--- config.mk ---
export PLATFORM = sky130hd
export DESIGN_NAME = cyc_step
export DESIGN_NICKNAME = d
export VERILOG_FILES = /design/src/rtl/seq_checker_pkg.sv /design/src/rtl/seq_checker_cyc_step.sv
export SDC_FILE = /design/constraint.sdc
export NUM_CORES = 1
export LEC_CHECK = 0
export CAP_MARGIN = 25
export CORE_AREA = 5 5 42 44
export DETAILED_ROUTE_END_ITERATION = 8
export DIE_AREA = 0 0 47 49
export PLACE_DENSITY = 0.39
export SLEW_MARGIN = 10
export SYNTH_ARGS = -nofsm -noshare
export SYNTH_HDL_FRONTEND = slang
export SYNTH_SLANG_ARGS = --single-unit
export TNS_END_PERCENT = 30
--- constraint.sdc ---
create_clock -name vclk -period 0.8
set_clock_uncertainty 0.1 [all_clocks]
set_input_delay 0.12 -clock vclk [all_inputs]
set_output_delay 0.12 -clock vclk [all_outputs]
set_load 0.02 [all_outputs]
--- src/rtl/seq_checker_pkg.sv ---
// Shared encodings for the symbol-stream protocol: protocol states, per-state symbols,
// tracker control states and a saturating counter helper.
package seq_checker_pkg;

    typedef enum logic [2:0] {
        ST_Z = 3'd0,
        ST_T = 3'd1,
        ST_V = 3'd2,
        ST_H = 3'd3,
        ST_X = 3'd4,
        ST_F = 3'd5
    } proto_st_e;

    typedef enum logic {
        CTL_HUNT   = 1'b0,
        CTL_LOCKED = 1'b1
    } ctl_st_e;

    localparam logic [2:0] SYM_Z = 3'd2;
    localparam logic [2:0] SYM_T = 3'd6;
    localparam logic [2:0] SYM_V = 3'd5;
    localparam logic [2:0] SYM_H = 3'd5;
    localparam logic [2:0] SYM_X = 3'd6;
    localparam logic [2:0] SYM_F = 3'd4;

    localparam logic [7:0] CNT_MAX = 8'hFF;

    function automatic logic [7:0] sat_inc(input logic [7:0] v);
        return (v == CNT_MAX) ? v : v + 8'd1;
    endfunction

    // Only the F and Z symbols are unique to one state; both are always followed by T.
    function automatic logic is_resync_sym(input logic [2:0] s);
        return (s == SYM_F) || (s == SYM_Z);
    endfunction

endpackage

--- src/rtl/seq_checker_cyc_step.sv ---
// Combinational protocol step: next state and emitted symbol for a given state and branch input.
// Zero latency, no flow control.
module cyc_step
    import seq_checker_pkg::*;
(
    input  proto_st_e  state,
    input  logic       a,
    output proto_st_e  nxt_state,
    output logic [2:0] symbol
);

    always_comb begin
        nxt_state = ST_Z;
        symbol    = SYM_Z;
        case (state)
            ST_Z: begin nxt_state = ST_T;                symbol = SYM_Z; end
            ST_T: begin nxt_state = ST_V;                symbol = SYM_T; end
            ST_V: begin nxt_state = a ? ST_H : ST_X;     symbol = SYM_V; end
            ST_H: begin nxt_state = ST_X;                symbol = SYM_H; end
            ST_X: begin nxt_state = ST_F;                symbol = SYM_X; end
            ST_F: begin nxt_state = ST_T;                symbol = SYM_F; end
            default: begin nxt_state = ST_Z;             symbol = SYM_Z; end
        endcase
    end

endmodule

==> results.py, run 1 <==
metrics = {
    "status": {
        "outcome": "finished, violations left",
        "violations_in_the_final_reports": "setup timing",
    },
    "placement": {
        "buffer_ports.inserted": 10,
        "dpl.cell_count": 42,
        "pre_cts_slack_ns": -1.10,
        "place_hpwl_um": 307,
        "dpl_cell_area_um2": 233,
        "place_congestion": 0.775,
    },
    "sta": {
        "least_margin_pin_slew_ns": 0.167,
        "maxClockFrequency_mhz": 1040,
        "hold_viol_final": 0,
        "setup_slack_ns": -0.163,
        "report.final.setup_viol": 5,
        "tns_ns": -0.598,
        "slew_violations": 0,
        "whs_ns": 0.441,
        "finalCritPeriodShare_pct": 120,
        "maxSlewHeadroom_pct": 88.8,
        "rsz0062_at_grt": "yes",
        "final.min_clock_period_ns": 0.963,
    },
    "setup_path": {
        "worst-path-max-fanout": 6,
        "crit_type": "in2out",
        "worst_setup_path_end_kind": "output port",
        "critPathRequiredTime_ns": 0.58,
        "cp-endpoint": "nxt_state[1]",
        "crit_path_start_kind": "input pin",
        "timing.critical_path.arrival_ns": 0.74,
        "cp-startpoint": "state[0]",
    },
    "synthesis": {
        "synthCells": 13,
        "syn_avg_cell_area_um2": 6.64,
        "synth_mux_area_share_pct": 0,
        "synth_top_family_by_area": "simple AND/OR/NAND/NOR gates",
        "synth.distinct_cells": 10,
        "synthSimpleGateAreaFrac_pct": 49.3,
        "yosysWarnings": 0,
        "yosysSeqAreaShare_pct": 0,
        "synth_top_area_share_pct": 15.9,
        "library_cell_occupying_the_most_area_in_the_post_synthesis_netlist": "sky130_fd_sc_hd__nor2b_4",
        "syn_nets": 17,
        "synthXorXnorAreaFrac_pct": 0,
        "mapped_area_um2": 86.3,
        "synth-compound-area-share_pct": 42.0,
        "post_synth_main_area_contributors": "sky130_fd_sc_hd__nor2b_4 (16%), sky130_fd_sc_hd__nand2b_1 (14%), sky130_fd_sc_hd__a21oi_1 (12%)",
        "synth_adder_area_share_pct": 0,
    },
    "pwr": {
        "intPower_uw": 78.0,
        "clockPowerShare_pct": 0,
        "powerDensity_nw_per_um2": 631,
        "p_seq_share_pct": 0,
        "power_uw": 148,
        "max-vdd-ir-drop_mv": 0.0749,
        "switching_share_pct": 47.2,
        "power.share.combinational_pct": 100.0,
        "switching_power_uw": 69.7,
        "leakagePower_nw": 0.113,
    },
    "drt": {
        "drt-vias-per-instance": 3.52,
        "drcViolationCount": 0,
        "dr.pass1.iters": 2,
        "ant_nets": 0,
        "detail_route.wl_per_cell_um": 8.95,
        "dr_total_vias": 148,
        "drt_first_iter_violations": 2,
        "finalWirelength_um": 376,
    },
    "layout": {
        "drive_gt1_share_pct": 61.5,
        "num-nets-final": 32,
        "sequential_cell_count": 0,
        "area.sequential_um2": 0,
        "layout.clock_buffers": 0,
        "antenna_diode_instance_count": 0,
        "finalCoreUtilization_pct": 16.7,
        "final_cell_count_no_fill": 42,
        "area_delta_synth_final_pct": 171,
        "postLayoutCellArea_um2": 234,
    },
    "flow_run": {
        "timing.max_cap.violations": 0,
    },
    "grt": {
        "grt_pass1_vias": 149,
        "largest_net_degree_at_the_start_of_global_routing": 7,
        "antenna_found_initial": 0,
        "gr-total-overflow": 0,
        "grt_first_pass_wirelength_um": 669,
        "gr-usage-all-layers_pct": 3.51,
    },
    "die": {
        "num_io_pins": 10,
        "die_h_um": 49,
        "die-area_um2": 2300,
        "die_w_um": 47,
        "std_cell_rows": 14,
        "effective_utilization_at_floorplan_pct": 6.16,
        "core_area_um2": 1400,
    },
    "clock_network": {
        "cts_hold_buf": 0,
        "post_cts.repair.setup_buffers": 0,
    },
    "min_path": {
        "hold_path_class": "in2out",
    },
}
==> synthesized netlist by cell type <==
| library cell | n |
|---|---|
| sky130_fd_sc_hd__a21oi_1 | 2 |
| sky130_fd_sc_hd__a22o_1 | 1 |
| sky130_fd_sc_hd__a22oi_1 | 1 |
| sky130_fd_sc_hd__a32o_1 | 1 |
| sky130_fd_sc_hd__and2b_1 | 1 |
| sky130_fd_sc_hd__inv_1 | 2 |
| sky130_fd_sc_hd__nand2b_1 | 2 |
| sky130_fd_sc_hd__nor2_1 | 1 |
| sky130_fd_sc_hd__nor2b_4 | 1 |
| sky130_fd_sc_hd__nor3_1 | 1 |
==> timing repair <==
item / in CTS / in global routing
gates resized for setup: 51 / 5
pin swaps: 2 / 1
setup endpoints to repair: 6 / 6
==> kinds of logic after synthesis <==
logic type | Yosys count
AND/OR/NAND/NOR | 6
AO/OA/AOI/OAI | 5
buffers and inverters | 2
==> how the worst min path moves through the flow <==
stage	from	endpoint	slack, ns	cells after the start
floorplan	state[2]	symbol[0]	0.18	1
global placement	a	nxt_state[0]	1.27	4
detailed placement	a	nxt_state[0]	1.28	4
CTS	state[1]	nxt_state[0]	0.45	3
global route	state[1]	nxt_state[0]	0.45	3
finish	state[1]	nxt_state[0]	0.44	3
==> power groups by stage <==
| stage | Combinational (mW) | Sequential (mW) | Clock, mW |
|---|---|---|---|
| global route | 0.159 | 0 | 0 |
| global placement | 0.148 | 0 | 0 |
| finish | 0.148 | 0 | 0 |
| floorplan | 0.0610 | 0 | 0 |
| CTS | 0.142 | 0 | 0 |
| detailed placement | 0.149 | 0 | 0 |
==> per-layer routing <==
| metal | vias up | share of wire (%) | global-route usage (%) |
|---|---|---|---|
| met5 | - | 0 | 0 |
| met2 | 7 | 49 | 6.56 |
| met3 | 0 | 12 | 0 |
| met4 | 0 | 0 | 0 |
| met1 | 67 | 38 | 4.57 |
| li1 | 74 | - | - |
==> placed cells by master (no fill, tap or decap) <==
cell / count
sky130_fd_sc_hd__buf_4: 6
sky130_fd_sc_hd__buf_6: 3
sky130_fd_sc_hd__inv_1: 2
sky130_fd_sc_hd__nand2b_1: 2
sky130_fd_sc_hd__buf_2: 2
sky130_fd_sc_hd__buf_8: 2
sky130_fd_sc_hd__nor2b_4: 1
sky130_fd_sc_hd__and2b_1: 1
sky130_fd_sc_hd__a32o_1: 1
sky130_fd_sc_hd__a22oi_1: 1
sky130_fd_sc_hd__nor2_1: 1
sky130_fd_sc_hd__a22o_1: 1
sky130_fd_sc_hd__nor3_2: 1
sky130_fd_sc_hd__a21oi_1: 1
sky130_fd_sc_hd__a21oi_2: 1
==> worst max-delay path: stages <==
cell and delay (ns):
sky130_fd_sc_hd__buf_8 0.10, sky130_fd_sc_hd__and2b_1 0.17, sky130_fd_sc_hd__a32o_1 0.22, sky130_fd_sc_hd__buf_6 0.13
==> layout make-up <==
cell class / instances / area [µm²]
well taps: 16 / 20.0
multi-input cells: 11 / 87.6
inverters: 2 / 7.51
fillers: 169 / 1170
repair buffers: 13 / 119
No activity file was read; power rests on OpenSTA's default activity.
==> run 2: changes to the inputs <==
==> constraint.sdc (replaced) <==
create_clock -name vclk -period 0.8
set_clock_uncertainty 0.1 [all_clocks]
set_input_delay 0.12 -clock vclk [all_inputs]
set_output_delay 0.12 -clock vclk [all_outputs]
set_load 0.1 [all_outputs]
==> run 2 against run 1 <==
  * The run still ends with setup timing left
  * Sequential share of layout area stayed put
  * Global-route usage rose by 0.49 points
  * Setup slack worse by 0.12 ns
  * Critical path type unchanged
  * Largest power group unchanged
==> results.py, run 2 (synthesized netlist as in run 1, its figures left out) <==
metrics = {
    "grt": {
        "antenna_found_initial": 0,
        "grtUsageMet2_pct": 6.56,
        "gr-total-overflow": 0,
        "groute.layer.met1.usage_pct": 5.22,
        "gr-usage-all-layers_pct": 4.00,
        "grt_pass1_vias": 162,
        "top_usage_layer": "met2",
        "largest_net_degree_at_the_start_of_global_routing": 7,
        "grt_first_pass_wirelength_um": 717,
        "gr-usage-met3_pct": 1.48,
    },
    "layout": {
        "area.sequential_um2": 0,
        "filler_cell_count": 160,
        "layout.clock_buffers": 0,
        "antenna_diode_instance_count": 0,
        "mostFrequentLayoutCell": "sky130_fd_sc_hd__buf_12",
        "finalCoreUtilization_pct": 26.2,
        "layout_common_cells": "sky130_fd_sc_hd__buf_12 (6), sky130_fd_sc_hd__buf_4 (4), sky130_fd_sc_hd__buf_8 (3), sky130_fd_sc_hd__inv_1 (2), sky130_fd_sc_hd__nand2b_1 (2)",
        "final_cell_count_no_fill": 44,
        "multi_input_comb_area_um2": 128,
        "num-nets-final": 34,
        "area_delta_synth_final_pct": 325,
        "sequential_cell_count": 0,
        "drive_gt1_share_pct": 85.7,
    },
    "die": {
        "num_io_pins": 10,
        "die_h_um": 49,
        "std_cell_rows": 14,
        "effective_utilization_at_floorplan_pct": 6.16,
        "die_w_um": 47,
        "core_area_um2": 1400,
        "die-area_um2": 2300,
    },
    "sta": {
        "tns_ns": -1.15,
        "hold_viol_final": 0,
        "rsz0062_at_grt": "yes",
        "slew_violations": 0,
        "report.final.setup_viol": 6,
        "final.min_clock_period_ns": 1.08,
        "maxClockFrequency_mhz": 922,
        "finalCritPeriodShare_pct": 136,
        "setup_slack_ns": -0.285,
        "least_margin_pin_slew_ns": 0.159,
        "maxSlewHeadroom_pct": 89.4,
    },
    "pwr": {
        "intPower_uw": 153,
        "max-vdd-ir-drop_mv": 0.387,
        "powerDensity_nw_per_um2": 1030,
        "power.share.combinational_pct": 100.0,
        "switching_share_pct": 59.5,
        "clockPowerShare_pct": 0,
        "power_uw": 379,
        "leakagePower_nw": 0.160,
        "switching_power_uw": 225,
        "p_seq_share_pct": 0,
    },
    "placement": {
        "place_congestion": 0.698,
        "pre_cts_slack_ns": -0.738,
        "place_hpwl_um": 416,
        "buffer_ports.inserted": 10,
        "dpl.cell_count": 44,
    },
    "flow_run": {
        "timing.max_cap.violations": 0,
    },
    "drt": {
        "drcViolationCount": 0,
        "detail_route.wl_per_cell_um": 10.0,
        "drt_first_iter_violations": 0,
        "drt-vias-per-instance": 3.48,
        "ant_nets": 0,
        "dr.pass1.iters": 1,
        "finalWirelength_um": 442,
        "dr_total_vias": 153,
    },
    "setup_path": {
        "critPathRequiredTime_ns": 0.58,
        "worst-path-max-fanout": 4,
        "worst_setup_path_end_kind": "output port",
        "crit_type": "in2out",
        "timing.critical_path.arrival_ns": 0.86,
        "crit_path_start_kind": "input pin",
    },
    "status": {
        "outcome": "finished, violations left",
        "violations_in_the_final_reports": "setup timing",
    },
    "min_path": {
        "worst_hold_path_cells": 4,
        "hold_path_class": "in2out",
        "hold_end": "symbol[0]",
        "hold_path_startpoint": "state[2]",
    },
    "clock_network": {
        "cts_hold_buf": 0,
    },
}
==> run 2: timing repair <==
action,in CTS,in global routing
endpoints found under the setup margin,6,6
resized for setup,25,2
setup buffers,0,0
pin swaps,2,3
==> run 2: cell type report <==
class,count,share of cell area [%]
repair buffers,15,57.7
multi-input cells,11,34.8
well taps,16,5.46
inverters,2,2.05
==> run 2: worst max-delay path by stage <==
stage	slack (ns)	end	start
3_3_place_gp	-0.73	nxt_state[1]	state[1]
6_report	-0.28	nxt_state[1]	state[0]
3_5_place_dp	-0.74	nxt_state[1]	state[2]
4_1_cts	-0.30	nxt_state[1]	state[1]
2_1_floorplan	-0.64	nxt_state[1]	state[1]
5_1_grt	-0.30	nxt_state[1]	state[1]
==> run 2: metal layers <==
metal / up-vias / wire (µm) / part of all wire (%)
met3: 0 / 63 / 14
met2: 10 / 210 / 48
met1: 66 / 168 / 38
li1: 77 / - / -
met5: - / 0 / 0
met4: 0 / 0 / 0
==> run 2: power groups by stage <==
| stage | Clock (mW) | Combinational (mW) | Sequential (mW) |
|---|---|---|---|
| floorplan | 0 | 0.211 | 0 |
| global placement | 0 | 0.370 | 0 |
| detailed placement | 0 | 0.370 | 0 |
| CTS | 0 | 0.379 | 0 |
| global route | 0 | 0.392 | 0 |
| finish | 0 | 0.379 | 0 |
==> run 2: critical path: stages <==
cell	delay, ns
sky130_fd_sc_hd__buf_8	0.10
sky130_fd_sc_hd__and2b_2	0.21
sky130_fd_sc_hd__a32o_4	0.27
sky130_fd_sc_hd__buf_12	0.16
==> run 2: metrics by stage <==
step	hold slack, ns	cell area [µm²]
after global routing	0.571	367
final	0.558	367
after CTS	0.562	359
after detailed placement	0.965	344
after floorplan	0.255	126
after global placement	0.951	344
